==> src/rtl/cs_pkg.sv <==
// Shared definitions for the CS series-computation receive path.
// Holds CS widths, window length and the collector FSM state type.
package cs_pkg;

    localparam int CS_X_W     = 8;
    localparam int CS_Y_W     = 10;
    localparam int CS_WARMUP  = 9;

    typedef enum logic {
        WARM = 1'b0,
        RUN  = 1'b1
    } cs_col_state_t;

endpackage

==> src/rtl/cs_sync_fifo.sv <==
// Synchronous FIFO with flush, a separately tracked level, and a head read that reads 0 when empty.
// Ports: clk, reset (async active-low), push/wdata, pop, flush, rdata, empty, full, level.
module cs_sync_fifo #(
    parameter int DEPTH = 16,
    parameter int W     = 10,
    localparam int AW   = $clog2(DEPTH),
    localparam int LW   = AW + 1
) (
    input  logic          clk,
    input  logic          reset,
    input  logic          push,
    input  logic [W-1:0]  wdata,
    input  logic          pop,
    input  logic          flush,
    output logic [W-1:0]  rdata,
    output logic          empty,
    output logic          full,
    output logic [LW-1:0] level
);

    logic [W-1:0]  mem [DEPTH];
    logic [AW-1:0] wr_ptr;
    logic [AW-1:0] rd_ptr;
    logic          do_push;
    logic          do_pop;

    assign empty = (level == '0);
    assign full  = (level == LW'(DEPTH));

    // A pop makes room, so a push into a full FIFO is accepted alongside it.
    assign do_pop  = pop && !empty;
    assign do_push = push && (!full || do_pop);

    assign rdata = empty ? '0 : mem[rd_ptr];

    always_ff @(posedge clk or negedge reset) begin
        if (!reset) begin
            wr_ptr <= '0;
            rd_ptr <= '0;
            level  <= '0;
            for (int i = 0; i < DEPTH; i++) begin
                mem[i] <= '0;
            end
        end else if (flush) begin
            wr_ptr <= '0;
            rd_ptr <= '0;
            level  <= '0;
        end else begin
            if (do_push) begin
                mem[wr_ptr] <= wdata;
                wr_ptr      <= wr_ptr + AW'(1);
            end
            if (do_pop) begin
                rd_ptr <= rd_ptr + AW'(1);
            end
            unique case ({do_push, do_pop})
                2'b10:   level <= level + LW'(1);
                2'b01:   level <= level - LW'(1);
                default: level <= level;
            endcase
        end
    end

endmodule

==> src/rtl/cs_y_collector.sv <==
// Collects CS Y results after the window fills, buffers them and reports drops.
// Ports: clk, reset, en, y, restart, m_data/m_valid/m_ready, level, overflow, drop_cnt, clr_ovf.
module cs_y_collector
    import cs_pkg::*;
#(
    parameter int DEPTH  = 16,
    parameter int WARMUP = CS_WARMUP,
    parameter int Y_W    = CS_Y_W,
    localparam int LW    = $clog2(DEPTH) + 1
) (
    input  logic           clk,
    input  logic           reset,
    input  logic           en,
    input  logic [Y_W-1:0] y,
    input  logic           restart,
    output logic [Y_W-1:0] m_data,
    output logic           m_valid,
    input  logic           m_ready,
    output logic [LW-1:0]  level,
    output logic           overflow,
    output logic [7:0]     drop_cnt,
    input  logic           clr_ovf
);

    localparam int WC_W = (WARMUP > 2) ? $clog2(WARMUP) : 1;
    localparam logic [WC_W-1:0] WC_LAST = WC_W'(WARMUP - 2);

    cs_col_state_t   state;
    logic [WC_W-1:0] wcnt;
    logic            push_req;
    logic            pop;
    logic            empty;
    logic            full;
    logic            drop;

    assign m_valid  = !empty;
    assign pop      = m_valid && m_ready && !restart;
    assign push_req = en && (state == RUN) && !restart;
    assign drop     = push_req && full && !pop;

    cs_sync_fifo #(
        .DEPTH (DEPTH),
        .W     (Y_W)
    ) u_fifo (
        .clk   (clk),
        .reset (reset),
        .push  (push_req),
        .wdata (y),
        .pop   (pop),
        .flush (restart),
        .rdata (m_data),
        .empty (empty),
        .full  (full),
        .level (level)
    );

    // The sample seen with wcnt at its last value is still discarded.
    always_ff @(posedge clk or negedge reset) begin
        if (!reset) begin
            state <= WARM;
            wcnt  <= '0;
        end else if (restart) begin
            state <= WARM;
            wcnt  <= '0;
        end else if (en && state == WARM) begin
            if (wcnt == WC_LAST) begin
                state <= RUN;
            end else begin
                wcnt <= wcnt + WC_W'(1);
            end
        end
    end

    // A drop in the same cycle as a clear restarts the count at 1.
    always_ff @(posedge clk or negedge reset) begin
        if (!reset) begin
            overflow <= 1'b0;
            drop_cnt <= '0;
        end else if (drop) begin
            overflow <= 1'b1;
            if (clr_ovf) begin
                drop_cnt <= 8'd1;
            end else if (drop_cnt != 8'hFF) begin
                drop_cnt <= drop_cnt + 8'd1;
            end
        end else if (clr_ovf) begin
            overflow <= 1'b0;
            drop_cnt <= '0;
        end
    end

endmodule

==> config.mk <==
export PLATFORM = sky130hd
export DESIGN_NAME = cs_y_collector
export DESIGN_NICKNAME = d
export VERILOG_FILES = /design/src/rtl/cs_pkg.sv /design/src/rtl/cs_sync_fifo.sv /design/src/rtl/cs_y_collector.sv
export SDC_FILE = /design/constraint.sdc
export NUM_CORES = 1
export LEC_CHECK = 0
export ABC_AREA = 0
export CAP_MARGIN = 15
export CORE_MARGIN = 2
export CORE_UTILIZATION = 50
export CTS_CLUSTER_SIZE = 14
export DETAILED_ROUTE_END_ITERATION = 10
export DONT_BUFFER_PORTS = 1
export HOLD_SLACK_MARGIN = 0.12
export PLACE_DENSITY = 0.64
export SLEW_MARGIN = 10
export SYNTH_ARGS = -nofsm -noshare
export SYNTH_HDL_FRONTEND = slang
export SYNTH_SLANG_ARGS = --single-unit
==> constraint.sdc <==
create_clock -name clk -period 3.2 [get_ports clk]
set_clock_uncertainty 0.1 [all_clocks]
set_input_delay 0.8 -clock clk [delete_from_list [all_inputs] [get_ports clk]]
set_output_delay 0.8 -clock clk [all_outputs]
set_load 0.005 [all_outputs]
==> metrics.yaml <==
hp-class: "input pin to async pin"
timing.slew.headroom_pct: 58.4
yosysWarnings: 0
status: "finished with violations"
use_met2_pct: 36.5
dieArea_um2: 18700
drt_wl_total_um: 19400
clk-insertion-delay-late_ns: 0.43
crit_arrival_ns: 2.23
die_w_um: 137
use_met3_pct: 6.74
wl_per_cell_um: 23.4
vias: 5047
ff2ff_path_depth: 9
synth_seq_area_share_pct: 53.0
hold_slack_ns: -0.0354
numPortBuffers: 0
p_seq_share_pct: 45.3
synth-edff-count: 0
synthDistinctLibCells: 47
finalHoldViolCount: 44
clock_sinks: 187
grt_overflow: 0
core-area_um2: 17300
p_comb_share_pct: 15.6
grt_util_met1_pct: 29.2
cts_root_buf: "clkbuf_16"
synth_top_area_cell: "dfrtp_1"
synth_top_area_share_pct: 53.0
ys_top_cells_by_count: "dfrtp_1 (187), mux2_2 (109), mux2_1 (51)"
worst_pin_slew_ns: 0.623
clkTransAtPathRegs_ns: 0.07
critPathCapture: "m_data[4]"
final_layout_size_suffix_gt1_share_pct: 36.3
rsz0062_at_grt: "false"
fp.dieH_um: 137
regToRegStartpoint: "u_fifo.level[1]$_DFFE_PN0P_"
finalSetupViolations: 0
reg2reg_slack_ns: 0.53
io_pins: 41
drc_errors: 0
p_leak_nw: 4.59
grt_pass1_vias: 5258
start_util_pct: 51.1
antenna_cells: 0
drt-initial-drc-count: 283
rr_endpoint: "u_fifo.level[4]$_DFFE_PN0P_"
end_kind: "output pin"
path_class: "register to output pin"
ir_worst_vdd_uv: 437
failed_checks: "hold timing"
grt_max_degree: 188
critPathLaunchType: "register"
ys_seq_elements: 187
synth_cells: 596
power_density_nw_per_um2: 569
netlist_area_um2: 8830
synth_nets: 621
cts_tree: "yes"
cp.required_ns: 2.30
fmax_mhz: 320
grt_usage_pct: 22.3
grt_pass1_wl_um: 30100
core.rowCount: 48
area_growth_pct: 9.85
htree_levels: 4
dominantRegCellSynth: "dfrtp_1"
avgSynthCellArea_um2: 14.8
min_period_over_period_pct: 97.7
cts_buffers: 17
cp_max_fo: 10
tns_ns: 0
synthTopCellsByArea: "dfrtp_1 (53%), mux2_2 (14%), mux4_2 (10%), mux2_1 (6.5%), mux2i_1 (2.6%)"
hpwl_um: 11900
async_flop_share_pct: 100
busiest_layer: "met2"
startpoint: "u_fifo.level[1]$_DFFE_PN0P_"
clk_path_buf_depth: 2
post-route-min-period_ns: 3.13
vias_per_cell: 6.09
netSwitchingPower_w: 0.00148
detail-route-antenna-nets: 0
place_congestion: 0.715
synth.most_common_cell: "dfrtp_1"
drt_first_pass_iters: 4
p_int_w: 0.00403
drv_cap: 0
antenna_found_initial: 0
final_net_count: 616
slew_violations: 0
p_sw_share_pct: 26.9
p_clk_share_pct: 39.0
utilization_pct: 56.1
==> final cells by class <==
cell class	count	area, µm²
clock buffer	20	457
clock inverter	12	151
fill	1377	7600
inverter	6	22.5
multi-input combinational	368	3990
sequential	187	4680
tap	225	282
timing repair buffer	11	120
==> routing by layer <==
layer,part of all wire [%],vias up
met1,44,2711
met2,49,106
met5,0,-
met3,6.0,18
li1,-,2212
met4,1.3,0
==> critical path: stages, from the launching register on <==
cell,delay (ns)
dfrtp_2,0.46
or4_4,0.58
or2_4,0.29
nand2b_1,0.08
buf_4,0.22
o22ai_1,0.16
==> sequential cells by signal (all words and copies together), names as in the netlist <==
register	cells
u_fifo.mem	160
wcnt	4
overflow	1
u_fifo.wr_ptr	4
state	1
u_fifo.rd_ptr	4
u_fifo.level	5
drop_cnt	8
==> cell families (layout without fill, tap and decap cells) <==
| family | count (synthesis) | count (layout) | share of synthesized area [%] |
|---|---|---|---|
| simple gates | 85 | 85 | 5.94 |
| buf+inv | 41 | 49 | 1.91 |
| compound gates | 34 | 34 | 2.92 |
| flops | 187 | 187 | 53.0 |
| mux | 224 | 224 | 33.4 |
| xor+xnor | 16 | 16 | 1.59 |
| fa+ha+maj | 9 | 9 | 1.28 |
==> cell usage in the layout (no fill, tap or decap), drive strengths merged, types with 2 or more instances in the layout <==
cell type and count:
nor2 24, clkinv 3, xnor2 6, xor2 10, mux2i 23, mux4 40
nand2 14, clkbuf 20, o311ai 3, nand3 15, o22ai 10, buf 11
bufinv 2, o211ai 2, or2 2, nand4 10, dfrtp 187, nand2b 3
a21oi 8, nor2b 3, ha 9, nand3b 2, or3 4, inv 13
o21ai 6, mux2 161
==> stage by stage <==
step                worst slack [ns]  area (µm²)  std cells  total power, W
floorplan                      0.360        8830        596         0.00315
finish                        0.0747        9700        829         0.00552
CTS                         0.000925        9680        826         0.00553
global placement               0.450        9070        794         0.00333
global route                 0.00321        9700        829         0.00574
detailed placement             0.407        9070        794         0.00335
==> power groups by stage <==
stage | clock network (W) | registers (W) | logic (W)
after floorplan | 0 | 0.00250 | 0.000652
final | 0.00215 | 0.00250 | 0.000863
after detailed placement | 0 | 0.00254 | 0.000807
after global placement | 0 | 0.00254 | 0.000794
after global routing | 0.00231 | 0.00251 | 0.000926
after CTS | 0.00221 | 0.00250 | 0.000818
==> worst min-delay path by stage <==
| stage | depth (start not counted) | startpoint | slack, ns | end |
|---|---|---|---|---|
| CTS | 0 | reset | -0.05 | drop_cnt[3]$_DFFE_PN0P_ |
| floorplan | 1 | u_fifo.mem[136]$_DFFE_PN0P_ | 0.36 | u_fifo.mem[136]$_DFFE_PN0P_ |
| detailed placement | 1 | u_fifo.mem[121]$_DFFE_PN0P_ | 0.38 | u_fifo.mem[121]$_DFFE_PN0P_ |
| finish | 0 | reset | -0.04 | drop_cnt[2]$_DFFE_PN0P_ |
| global placement | 1 | u_fifo.mem[90]$_DFFE_PN0P_ | 0.37 | u_fifo.mem[90]$_DFFE_PN0P_ |
| global route | 0 | reset | -0.06 | drop_cnt[3]$_DFFE_PN0P_ |
==> repair_timing <==
action,CTS,global route
gates resized for setup,1,1
pin swaps,0,1
hold endpoints to repair,187,187
cloned,0,0
setup buffers,0,3
setup endpoints to repair,10,10
Power figures use the tool's default switching activity.
